**config.mk**
```make
export PLATFORM = sky130hd
export DESIGN_NAME = pipe_skid_stage
export DESIGN_NICKNAME = d
export VERILOG_FILES = /design/src/rtl/pipe_pkg.sv /design/src/rtl/pipe_sat_counter.sv /design/src/rtl/pipe_skid_stage.sv
export SDC_FILE = /design/constraint.sdc
export NUM_CORES = 1
export LEC_CHECK = 0
export ABC_AREA = 1
export BUFFER_PORTS_ARGS = -buffer_cell sky130_fd_sc_hd__buf_2
export CAP_MARGIN = 20
export CORE_ASPECT_RATIO = 2
export CORE_MARGIN = 10
export CORE_UTILIZATION = 50
export CTS_CLUSTER_DIAMETER = 60
export CTS_CLUSTER_SIZE = 10
export DETAILED_ROUTE_END_ITERATION = 10
export GPL_TIMING_DRIVEN = 1
export PLACE_DENSITY = 0.72
export SLEW_MARGIN = 20
export SYNTH_ARGS = -nofsm -noshare
export SYNTH_HDL_FRONTEND = slang
export SYNTH_SLANG_ARGS = --single-unit
```
**constraint.sdc**
```tcl
create_clock -name clk -period 3.86 [get_ports clk]
set_input_delay 0.579 -clock clk [delete_from_list [all_inputs] [get_ports clk]]
set_output_delay 0.579 -clock clk [all_outputs]
set_load 0.03 [all_outputs]
```
**src/rtl/pipe_pkg.sv**
```systemverilog
// Shared types and constants for the skid-buffered pipeline stage.
// Latency: n/a (definitions only). Backpressure: n/a.
// Optional stall statistics are enabled by the PIPE_STALL_STATS_EN macro.
package pipe_pkg;

    typedef enum logic [1:0] {
        EMPTY = 2'd0,
        ONE   = 2'd1,
        TWO   = 2'd2
    } skid_state_t;

    localparam int OCC_W       = 2;
    localparam int STALL_CNT_W = 16;

    function automatic logic [OCC_W-1:0] occ_of(input skid_state_t s);
        case (s)
            EMPTY:   return 2'd0;
            ONE:     return 2'd1;
            default: return 2'd2;
        endcase
    endfunction

endpackage

```
**src/rtl/pipe_sat_counter.sv**
```systemverilog
// Saturating up-counter: increments on inc, sticks at all-ones, cleared only by rst.
// Latency: count visible the cycle after inc. Backpressure: none.
// Used for stall statistics when PIPE_STALL_STATS_EN is defined.
module pipe_sat_counter #(
    parameter int W = 16
) (
    input  logic         clk,
    input  logic         rst,
    input  logic         inc,
    output logic [W-1:0] cnt
);

    always_ff @(posedge clk or posedge rst) begin
        if (rst) begin
            cnt <= '0;
        end else if (inc && (cnt != {W{1'b1}})) begin
            cnt <= cnt + 1'b1;
        end
    end

endmodule

```
**src/rtl/pipe_skid_stage.sv**
```systemverilog
// Pipeline register with 2-entry skid buffer, valid/ready handshake and flush.
// Latency: 1 cycle in_fire -> out_valid; full throughput of one beat per cycle.
// Backpressure: in_ready is a flop (low only when skid full); optional stall_cnt via PIPE_STALL_STATS_EN.
module pipe_skid_stage
    import pipe_pkg::*;
#(
    parameter int DATA_W         = 32,
    parameter int CLEAR_ON_FLUSH = 1
) (
    input  logic              clk,
    input  logic              rst,
    input  logic              flush,
    input  logic              in_valid,
    output logic              in_ready,
    input  logic [DATA_W-1:0] in_data,
    output logic              out_valid,
    input  logic              out_ready,
    output logic [DATA_W-1:0] out_data,
    output logic [OCC_W-1:0]  occupancy
`ifdef PIPE_STALL_STATS_EN
    ,
    output logic [STALL_CNT_W-1:0] stall_cnt
`endif
);

    skid_state_t       state_q, state_d;
    logic [DATA_W-1:0] main_q, main_d;
    logic [DATA_W-1:0] skid_q, skid_d;
    logic              in_rdy_q;
    logic              out_vld_q;
    logic [OCC_W-1:0]  occ_q;
    logic              in_fire;
    logic              out_fire;

    assign in_fire  = in_valid & in_rdy_q;
    assign out_fire = out_vld_q & out_ready;

    assign in_ready  = in_rdy_q;
    assign out_valid = out_vld_q;
    assign out_data  = main_q;
    assign occupancy = occ_q;

    always_comb begin
        state_d = state_q;
        main_d  = main_q;
        skid_d  = skid_q;
        if (flush) begin
            // Any in_fire this cycle is dropped; upstream treats it as consumed.
            state_d = EMPTY;
            if (CLEAR_ON_FLUSH != 0) begin
                main_d = '0;
                skid_d = '0;
            end
        end else begin
            case (state_q)
                EMPTY: begin
                    if (in_fire) begin
                        main_d  = in_data;
                        state_d = ONE;
                    end
                end
                ONE: begin
                    if (in_fire && out_fire) begin
                        main_d = in_data;
                    end else if (in_fire) begin
                        skid_d  = in_data;
                        state_d = TWO;
                    end else if (out_fire) begin
                        state_d = EMPTY;
                    end
                end
                TWO: begin
                    if (out_fire) begin
                        main_d  = skid_q;
                        state_d = ONE;
                    end
                end
                default: state_d = EMPTY;
            endcase
        end
    end

    // Handshake outputs are registered from the next state so none is combinational.
    always_ff @(posedge clk or posedge rst) begin
        if (rst) begin
            state_q   <= EMPTY;
            main_q    <= '0;
            skid_q    <= '0;
            in_rdy_q  <= 1'b1;
            out_vld_q <= 1'b0;
            occ_q     <= '0;
        end else begin
            state_q   <= state_d;
            main_q    <= main_d;
            skid_q    <= skid_d;
            in_rdy_q  <= (state_d != TWO);
            out_vld_q <= (state_d != EMPTY);
            occ_q     <= occ_of(state_d);
        end
    end

`ifdef PIPE_STALL_STATS_EN
    pipe_sat_counter #(
        .W (STALL_CNT_W)
    ) u_stall_cnt (
        .clk (clk),
        .rst (rst),
        .inc (out_vld_q & ~out_ready),
        .cnt (stall_cnt)
    );
`endif

endmodule
```
=== Yosys cells after proc, flatten, opt, wreduce, memory -nomap -nowiden ===
Index checks and enable logic that the tools add are counted.

* Register bits: 70
* Bits of input ports: 37
* Output and inout bits: 36
* Word-level logic and storage cells: 41

* Equal/unequal tests: 8
* Mux-type cells: 16
* Bitwise logic cells: 2
* Reduce and logical (&&, ||, !) cells: 9

{| class="wikitable"
|+ Operators by type and width
! kind !! number
|-
| $mux W32 || 7
|-
| $pmux W32 S3 || 1
|-
| $mux W2 || 6
|-
| $ne A3 B3 Y1 const B || 3
|-
| $pmux W2 S3 || 1
|-
| $reduce_bool A2 Y1 || 3
|-
| $eq A2 B1 Y1 const B || 2
|-
| $logic_not A2 Y1 || 2
|-
| $ne A2 B2 Y1 const B || 2
|-
| $pmux W2 S2 || 1
|-
| $reduce_and A4 Y1 || 1
|-
| $reduce_bool A4 Y1 || 1
|-
| $reduce_and A3 Y1 || 1
|-
| $and A1 B1 Y1 || 2
|-
| $eq A2 B2 Y1 const B || 1
|-
| $logic_and A1 B1 Y1 || 1
|}

=== Depth between registers and ports, before layout ===
Gate-level depths: netlist (run 1).

* Word-level depth: 8
* Gate-level depth with buffers: 9
* Depth with buffers taken out: 7

=== Least setup slack after synthesis (run 1) ===
No wires, ideal clock.

* Path type: input-to-reg
* Start: input port flush
* End: register main_q[0], in the netlist out_data[0]
* Library setup time: 0.118 ns
* Arrival time: 1.398 ns
* Data required time: 3.742 ns
* Setup slack: 2.344 ns
* Stages on the path: 9
* Buffers on the path: 2
* Cells stage by stage: buf_2 > inv_1 > nand2_1 > nor2_1 > nor2_4 > nand2_4 > buf_6 > nand2_1 > nand2_1

* Cells in the longest elaborated chain, start to end: 2
* Elaborated cells on any way between the ends: 6
* Those cells by class: eq/ne: 3; mux: 1; reduce/logical: 2

{| class="wikitable"
|+ RTL lines
! element !! RTL line !! text
|-
| start: declaration || pipe_skid_stage.sv:12 || <nowiki>input logic flush,</nowiki>
|-
| $ne A3 B3 Y1 (no line) or $reduce_bool A4 Y1 (tied branches) || - ||
|-
| $reduce_and A4 Y1 (no line) || - ||
|-
| end signal: assignment || pipe_skid_stage.sv:94 || <nowiki>main_q <= main_d;</nowiki>
|-
| end: declaration || pipe_skid_stage.sv:27 || <nowiki>logic [DATA_W-1:0] main_q, main_d;</nowiki>
|}

Parallel ways exist; a longest one is shown, timed or not.
A chain may end at the register's enable or synchronous reset.

=== Final worst setup path (run 1) ===
* Start: input port flush
* End: register main_q[15], in the netlist out_data[15]

The elaborated chain is that of the path after synthesis.

==> insert_results.sql, run 1 <==
INSERT INTO impl_metrics (metric_group, metric, value, unit) VALUES
('outcome', 'outcome', 'finished clean', ''),
('timing', 'timing.setup.tns', '0', 'ps'),
('floorplan', 'initial_utilization', '50.6', '%'),
('synth', 'yosys_register_bits', '70', ''),
('floorplan', 'die-area', '0.0105', 'mm2'),
('synth', 'syn_inst', '425', ''),
('critical_path', 'arrival', '2680', 'ps'),
('timing', 'final.min_clock_period', '2460', 'ps'),
('layout', 'final-seq-area', '0.00175', 'mm2'),
('timing', 'layout_worst_path_cycle_share', '63.9', '%'),
('placed_design', 'post_dp_hpwl', '5870', 'um'),
('global_route', 'grt.total_usage', '16.9', '%'),
('power_and_ir_drop', 'power.leakage', '2.26', 'nW'),
('route', 'antenna_left', '0', ''),
('floorplan', 'core_area', '0.00657', 'mm2'),
('synth', 'cell_types_with_the_largest_area_share_after_synthesis', 'sky130_fd_sc_hd__dfrtp_1 (52%), sky130_fd_sc_hd__nand2_1 (20%), sky130_fd_sc_hd__nand3_1 (14%)', ''),
('global_route', 'first_global_vias', '3054', ''),
('clocking', 'postCtsHoldBufs', '0', ''),
('synth', 'synth_largest_area_cell', 'sky130_fd_sc_hd__dfrtp_1', ''),
('clocking', 'clkTransAtPathRegs', '50', 'ps'),
('layout', 'area_delta_synth_final', '20.8', '%'),
('route', 'totalWireLength', '8590', 'um'),
('placed_design', 'numPortBuffers', '72', ''),
('global_route', 'first_pass_grt_wire_length', '14600', 'um'),
('clocking', 'cts.sink_count', '70', ''),
('layout', 'layout.cell_area.non_filler', '0.00402', 'mm2'),
('layout', 'ant_diodes', '0', ''),
('critical_path', 'criticalPathCategory', 'input pin to flop', ''),
('global_route', 'pin_count_of_the_biggest_net_entering_global_routing', '55', ''),
('global_route', 'grt-ovfl-total', '0', ''),
('timing', 'max_slew_margin', '30.0', '%'),
('clocking', 'cts_max_path_buffers', '2', ''),
('layout', 'net_count_of_the_finished_layout', '519', ''),
('power_and_ir_drop', 'pwr_density_cell', '520', 'mW/mm2'),
('synth', 'synth.top_cell.area_share', '51.9', '%'),
('timing', 'final_hold_vio_count', '0', ''),
('clocking', 'clock_tree.root_cell', 'sky130_fd_sc_hd__clkbuf_16', ''),
('synth', 'yosysSeqAreaShare', '52.7', '%'),
('synth', 'netlist_cell_types', '17', ''),
('timing', 'finalSetupViolations', '0', ''),
('clocking', 'cts_max_level', '3', ''),
('timing', 'unrepaired_setup_endpoints_after_global_routing', 'no', ''),
('global_route', 'grt_antenna_before_repair', '0', ''),
('route', 'viasPerCell', '5.30', ''),
('route', 'routed-via-count', '3048', ''),
('worst_hold_path', 'worst_hold_class', 'input pin to asynchronous set/reset pin', ''),
('synth', 'ys.warnings.count', '0', ''),
('route', 'drt_iter0_drcs', '284', ''),
('floorplan', 'num_io_pins', '73', ''),
('power_and_ir_drop', 'vdd.ir_drop.worst', '297', 'uV'),
('layout', 'multiInputGateArea', '0.00138', 'mm2'),
('layout', 'fraction_of_layout_cells_with_a_size_suffix_above_1', '20.7', '%'),
('critical_path', 'timing.critical_path.from_type', 'input pin', ''),
('floorplan', 'die_height', '135', 'um'),
('timing', 'fmax', '0.406', 'GHz'),
('clocking', 'cts_setup_buffers', '0', ''),
('layout', 'final_util', '61.2', '%'),
('layout', 'fillerInstances', '602', ''),
('synth', 'synth_area', '0.00333', 'mm2'),
('critical_path', 'cp-startpoint', 'flush', ''),
('placed_design', 'preCtsSetupSlack', '1080', 'ps'),
('clocking', 'cts_inserted_buffers', '9', ''),
('clocking', 'post_cts_resized', '0', ''),
('timing', 'maxSlewViolCount', '0', ''),
('synth', 'syn_area_per_cell', '7.83', 'um2'),
('flow_run', 'max_cap_violations', '0', ''),
('critical_path', 'critPathCaptureType', 'flop', ''),
('route', 'drc', '0', ''),
('critical_path', 'timing.critical_path.fanout_max', '36', ''),
('timing', 'tightest_slew', '1050', 'ps'),
('floorplan', 'row_count', '42', ''),
('critical_path', 'crit-reg2reg-launch', 'state_q[1]', ''),
('placed_design', 'globalplace.congestion', '0.837', ''),
('placed_design', 'placement.cell_area', '0.00368', 'mm2'),
('floorplan', 'chipWidth', '77.7', 'um'),
('synth', 'syn_nets', '462', ''),
('clocking', 'cts_tree', 'done', ''),
('timing', 'timing.final.ws_setup', '1400', 'ps'),
('timing', 'fin_skew', '5.14', 'ps'),
('clocking', 'insertion_delay', '330', 'ps'),
('critical_path', 'timing.critical_path.required', '4070', 'ps'),
('power_and_ir_drop', 'power.total', '2.09', 'mW'),
('route', 'routedWlPerCell', '14.9', 'um'),
('route', 'dr.pass1.iters', '4', '');
## metal layers
layer | global-route usage [%] | vias up | wire [um]
li1 | - | 1492 | -
met1 | 18.6 | 1441 | 3470
met2 | 28.6 | 100 | 4350
met3 | 5.98 | 15 | 587
met4 | 7.04 | 0 | 191
met5 | 0 | - | 0
## stage by stage
stage                     std cells  hold slack, ps
after floorplan                 425             443
after global placement          558             450
after global routing            575             479
final                           575             404
after detailed placement        559             455
after CTS                       575             468
## kinds of logic after synthesis
kind of cell	synth area share, %
compound gates	5.12
flops	52.7
simple gates	36.0
buf+inv	6.17
## flip-flops by register name (all words and copies together) (netlist names)
name / cells
out_valid: 1
in_ready: 1
out_data: 32
skid_q: 32
occupancy: 2
state_q: 2
## final timing paths
path,cells past startpoint,slack (ps),endpoint
setup / recovery,8,1400,out_data[15]
hold / removal,2,400,skid_q[9]
setup reg to reg,7,1460,out_data[15]
hold reg to reg,2,460,out_data[26]
max in group asynchronous,3,2700,skid_q[23]
min in group clk,2,460,out_data[26]
## where the power goes
part / leakage (nW) / internal [mW] / total, mW / switching (mW)
registers: 0.933 / 0.794 / 0.828 / 0.0338
clock network: 0.166 / 0.617 / 0.911 / 0.294
logic: 1.16 / 0.0926 / 0.351 / 0.258
total: 2.26 / 1.50 / 2.09 / 0.586
## Yosys cell counts
| library cell | n |
|---|---|
| sky130_fd_sc_hd__nand2_1 | 173 |
| sky130_fd_sc_hd__nand3_1 | 96 |
| sky130_fd_sc_hd__dfrtp_1 | 69 |
| sky130_fd_sc_hd__a21oi_1 | 34 |
| sky130_fd_sc_hd__buf_2 | 17 |
| sky130_fd_sc_hd__clkbuf_1 | 8 |
| sky130_fd_sc_hd__nor2_1 | 8 |
| sky130_fd_sc_hd__inv_1 | 6 |
| sky130_fd_sc_hd__buf_4 | 3 |
| sky130_fd_sc_hd__buf_6 | 3 |
| sky130_fd_sc_hd__inv_2 | 2 |
| sky130_fd_sc_hd__buf_1 | 1 |
| sky130_fd_sc_hd__dfstp_2 | 1 |
| sky130_fd_sc_hd__nand2_4 | 1 |
| sky130_fd_sc_hd__nor2_4 | 1 |
| sky130_fd_sc_hd__nor3_1 | 1 |
| sky130_fd_sc_hd__nor3_2 | 1 |
## worst max-delay path, stage by stage
cell and delay (ps):
sky130_fd_sc_hd__buf_2 530, sky130_fd_sc_hd__inv_1 130, sky130_fd_sc_hd__nand2_1 110, sky130_fd_sc_hd__nor2_1 70, sky130_fd_sc_hd__nor2_4 640, sky130_fd_sc_hd__nand2_4 390, sky130_fd_sc_hd__nand2_1 150, sky130_fd_sc_hd__nand2_1 70
## area by class of cell
type                       count  share of cell area [%]
inverter                       8                   0.778
multi-input combinational    315                    34.2
clock buffer                  13                    6.72
tap                           88                    2.74
sequential                    70                    43.6
clock inverter                 3                    1.62
timing repair buffer          78                    10.3
## cells in the final DEF (no fill, tap or decap)
cell type and instances:
sky130_fd_sc_hd__nand3_1 96, sky130_fd_sc_hd__buf_4 5, sky130_fd_sc_hd__clkbuf_16 9, sky130_fd_sc_hd__clkinv_2 2
sky130_fd_sc_hd__bufinv_16 2, sky130_fd_sc_hd__nor2_4 1, sky130_fd_sc_hd__nor2_1 7, sky130_fd_sc_hd__clkbuf_8 3
sky130_fd_sc_hd__clkbuf_1 1, sky130_fd_sc_hd__dfstp_2 1, sky130_fd_sc_hd__buf_8 1, sky130_fd_sc_hd__nand2_4 1
sky130_fd_sc_hd__dfrtp_1 69, sky130_fd_sc_hd__nor2_2 1, sky130_fd_sc_hd__inv_2 2, sky130_fd_sc_hd__a21oi_1 34
sky130_fd_sc_hd__inv_1 5, sky130_fd_sc_hd__nand2_1 173, sky130_fd_sc_hd__buf_2 72, sky130_fd_sc_hd__nor3_4 1
sky130_fd_sc_hd__nor3_1 1
No activity file was read; power rests on OpenSTA's default activity.
==> inputs of run 2 (changes only) <==
--- a/config.mk
+++ b/config.mk
@@ -5,7 +5,7 @@
 export SDC_FILE = /design/constraint.sdc
 export NUM_CORES = 1
 export LEC_CHECK = 0
-export ABC_AREA = 1
+export ABC_AREA = 0
 export BUFFER_PORTS_ARGS = -buffer_cell sky130_fd_sc_hd__buf_2
 export CAP_MARGIN = 20
 export CORE_ASPECT_RATIO = 2
==> constraint.sdc (replaced) <==
create_clock -name clk -period 2.3 [get_ports clk]
set_input_delay 0.345 -clock clk [delete_from_list [all_inputs] [get_ports clk]]
set_output_delay 0.345 -clock clk [all_outputs]
set_load 0.03 [all_outputs]
==> run 2 against run 1 <==
Setup slack got worse by 1200 ps; utilization rose by 0.57 points; clock power rose by 42%; clock skew barely moved; flip-flop and latch count did not move; power rose by 66%; sequential power rose by 70%; largest cell class unchanged.
==> insert_results.sql, run 2 <==
INSERT INTO impl_metrics (metric_group, metric, value, unit) VALUES
('floorplan', 'core_area', '0.00667', 'mm2'),
('clocking', 'clock_tree.root_cell', 'sky130_fd_sc_hd__clkbuf_16', ''),
('clocking', 'insertion_delay', '340', 'ps'),
('synth', 'synth.top_cell.area_share', '50.2', '%'),
('placed_design', 'numPortBuffers', '72', ''),
('clocking', 'cts_inserted_buffers', '9', ''),
('global_route', 'grt.total_usage', '18.2', '%'),
('layout', 'highest_count_cells_in_the_layout_ignoring_fill_and_taps', 'sky130_fd_sc_hd__buf_2 (72), sky130_fd_sc_hd__dfrtp_1 (69), sky130_fd_sc_hd__nand2_1 (67)', ''),
('critical_path', 'crit-reg2reg-launch', 'in_ready', ''),
('critical_path', 'r2r_depth', '3', ''),
('worst_hold_path', 'worst_hold_class', 'input pin to asynchronous set/reset pin', ''),
('synth', 'syn_area_per_cell', '9.39', 'um2'),
('power_and_ir_drop', 'power.total', '3.47', 'mW'),
('synth', 'syn_inst', '366', ''),
('timing', 'final.min_clock_period', '2070', 'ps'),
('clocking', 'cts_max_path_buffers', '2', ''),
('clocking', 'cts_max_level', '3', ''),
('timing', 'unrepaired_setup_endpoints_after_global_routing', 'no', ''),
('power_and_ir_drop', 'pwr_density_cell', '843', 'mW/mm2'),
('route', 'routedWlPerCell', '19.3', 'um'),
('timing', 'max_slew_margin', '52.4', '%'),
('synth', 'synth-edff-count', '0', ''),
('layout', 'area_delta_synth_final', '19.9', '%'),
('synth', 'syn_nets', '403', ''),
('critical_path', 'worst_r2r_endpoint', 'out_data[19]', ''),
('synth', 'synth.cells.most_frequent', 'sky130_fd_sc_hd__dfrtp_1 (69), sky130_fd_sc_hd__nand2_1 (67), sky130_fd_sc_hd__a21oi_1 (39)', ''),
('route', 'drc', '0', ''),
('timing', 'finalSetupViolations', '0', ''),
('critical_path', 'cpMaxStageDelayCell', 'sky130_fd_sc_hd__and4_1', ''),
('synth', 'synth_top_flop_cell', 'sky130_fd_sc_hd__dfrtp_1', ''),
('synth', 'yosys_register_bits', '70', ''),
('flow_run', 'max_cap_violations', '0', ''),
('global_route', 'grt-ovfl-total', '0', ''),
('clocking', 'cts.sink_count', '70', ''),
('floorplan', 'initial_utilization', '51.5', '%'),
('layout', 'net_count_of_the_finished_layout', '453', ''),
('critical_path', 'cp.buffers_inverters', '0', ''),
('floorplan', 'die_height', '137', 'um'),
('critical_path', 'timing.critical_path.slowest_cell_delay', '670', 'ps'),
('route', 'antenna_left', '0', ''),
('clocking', 'cts_tree', 'done', ''),
('timing', 'layout_worst_path_cycle_share', '90.1', '%'),
('critical_path', 'worst_path_dominant_cell_family', 'simple AND/OR/NAND/NOR gates', ''),
('clocking', 'cts_setup_buffers', '0', ''),
('critical_path', 'crit_path_cell_trace', 'and4_1, a211o_4, a311oi_1', ''),
('critical_path', 'timing.critical_path.from_type', 'flop', ''),
('synth', 'netlist_cell_types', '27', ''),
('synth', 'async_s_r_ff_share_synth', '100', '%'),
('timing', 'tightest_slew', '715', 'ps'),
('global_route', 'pin_count_of_the_biggest_net_entering_global_routing', '71', ''),
('synth', 'ys.warnings.count', '0', ''),
('clocking', 'clkTransAtPathRegs', '50', 'ps'),
('critical_path', 'worst-r2r-setup-slack', '230', 'ps'),
('critical_path', 'arrival', '2250', 'ps'),
('global_route', 'first_pass_grt_wire_length', '15800', 'um'),
('synth', 'synth_area', '0.00344', 'mm2'),
('route', 'dr.pass1.iters', '4', ''),
('timing', 'timing.setup.tns', '0', 'ps'),
('outcome', 'outcome', 'finished clean', ''),
('placed_design', 'preCtsSetupSlack', '265', 'ps'),
('placed_design', 'globalplace.congestion', '0.883', ''),
('timing', 'timing.final.ws_setup', '227', 'ps'),
('timing', 'maxSlewViolCount', '0', ''),
('synth', 'synthMostInstantiatedCell', 'sky130_fd_sc_hd__dfrtp_1', ''),
('clocking', 'postCtsHoldBufs', '0', ''),
('floorplan', 'chipWidth', '78.6', 'um'),
('placed_design', 'post_dp_hpwl', '6480', 'um'),
('layout', 'final_common_cell', 'sky130_fd_sc_hd__buf_2', ''),
('clocking', 'post_cts_resized', '0', ''),
('route', 'drt_iter0_drcs', '351', ''),
('route', 'viasPerCell', '6.24', ''),
('floorplan', 'die-area', '0.0108', 'mm2'),
('floorplan', 'row_count', '42', ''),
('synth', 'yosysSeqAreaShare', '51.0', '%'),
('global_route', 'grt_antenna_before_repair', '0', ''),
('critical_path', 'timing.critical_path.fanout_max', '32', ''),
('timing', 'final_hold_vio_count', '0', ''),
('critical_path', 'criticalPathCategory', 'flop to flop', ''),
('synth', 'cell_types_with_the_largest_area_share_after_synthesis', 'sky130_fd_sc_hd__dfrtp_1 (50%), sky130_fd_sc_hd__a2111oi_0 (7.9%), sky130_fd_sc_hd__a311oi_1 (7.9%)', ''),
('critical_path', 'timing.critical_path.required', '2480', 'ps'),
('floorplan', 'num_io_pins', '73', ''),
('timing', 'final.hold.worst_slack', '53.1', 'ps'),
('critical_path', 'critPathCaptureType', 'flop', ''),
('global_route', 'first_global_vias', '3328', ''),
('layout', 'ant_diodes', '0', ''),
('timing', 'fin_skew', '4.89', 'ps'),
('layout', 'fraction_of_layout_cells_with_a_size_suffix_above_1', '25.5', '%'),
('timing', 'fmax', '0.482', 'GHz'),
('power_and_ir_drop', 'power.leakage', '1.81', 'nW'),
('route', 'routed-via-count', '3162', ''),
('synth', 'synth_largest_area_cell', 'sky130_fd_sc_hd__dfrtp_1', ''),
('route', 'totalWireLength', '9770', 'um'),
('power_and_ir_drop', 'vdd.ir_drop.worst', '525', 'uV');
-- run 2: kinds of logic after synthesis --
kind of cell	count (synthesis)	synth area share, %
AND/OR/NAND/NOR	107	14.1
AO/OA/AOI/OAI	141	28.6
flip-flops	70	51.0
buffers and inverters	48	6.33
-- run 2: worst reg2reg max path, cell delays in order (launching register included) --
cell                       delay (ps)
sky130_fd_sc_hd__dfstp_2          570
sky130_fd_sc_hd__and4_1           680
sky130_fd_sc_hd__a211o_4          490
sky130_fd_sc_hd__a311oi_1         180
-- run 2: final cells by class --
cell class | instances | area [um2]
Fill cell | 618 | 2550
Sequential cell | 70 | 1750
Multi-Input combinational cell | 248 | 1480
Timing Repair Buffer | 85 | 495
Clock buffer | 13 | 270
Tap cell | 88 | 110
Inverter | 2 | 7.51
Clock inverter | 1 | 5.00
-- run 2: power by group --
part	internal, mW	switching, mW	total, mW
registers	1.34	0.0676	1.41
clock network	0.804	0.486	1.29
logic	0.240	0.534	0.774
-- run 2: routing by layer --
metal | GRT usage (%) | up-vias | wire [um]
li1 | - | 1479 | -
met1 | 18.2 | 1549 | 3550
met2 | 33.3 | 116 | 5360
met3 | 5.03 | 18 | 632
met4 | 8.82 | 0 | 233
met5 | 0 | - | 0
-- run 2: how the worst max path moves through the flow --
| stage | startpoint | endpoint | slack (ps) | cells past startpoint |
|---|---|---|---|---|
| after floorplan | rst | occupancy[0] | 190 | 1 |
| after global placement | in_ready | out_data[4] | 330 | 4 |
| after detailed placement | in_ready | out_data[31] | 260 | 4 |
| after CTS | in_ready | out_data[31] | 250 | 4 |
| after global routing | in_ready | out_data[14] | 90 | 4 |
| final | in_ready | out_data[19] | 230 | 3 |
-- run 2: metrics by stage --
stage | utilization (%) | cells | area (um2)
after floorplan | - | 366 | 3440
after global placement | 57.6 | 493 | 3850
after detailed placement | 57.6 | 493 | 3850
after CTS | 61.8 | 507 | 4120
after global routing | 61.8 | 507 | 4120
final | 61.8 | 507 | 4120
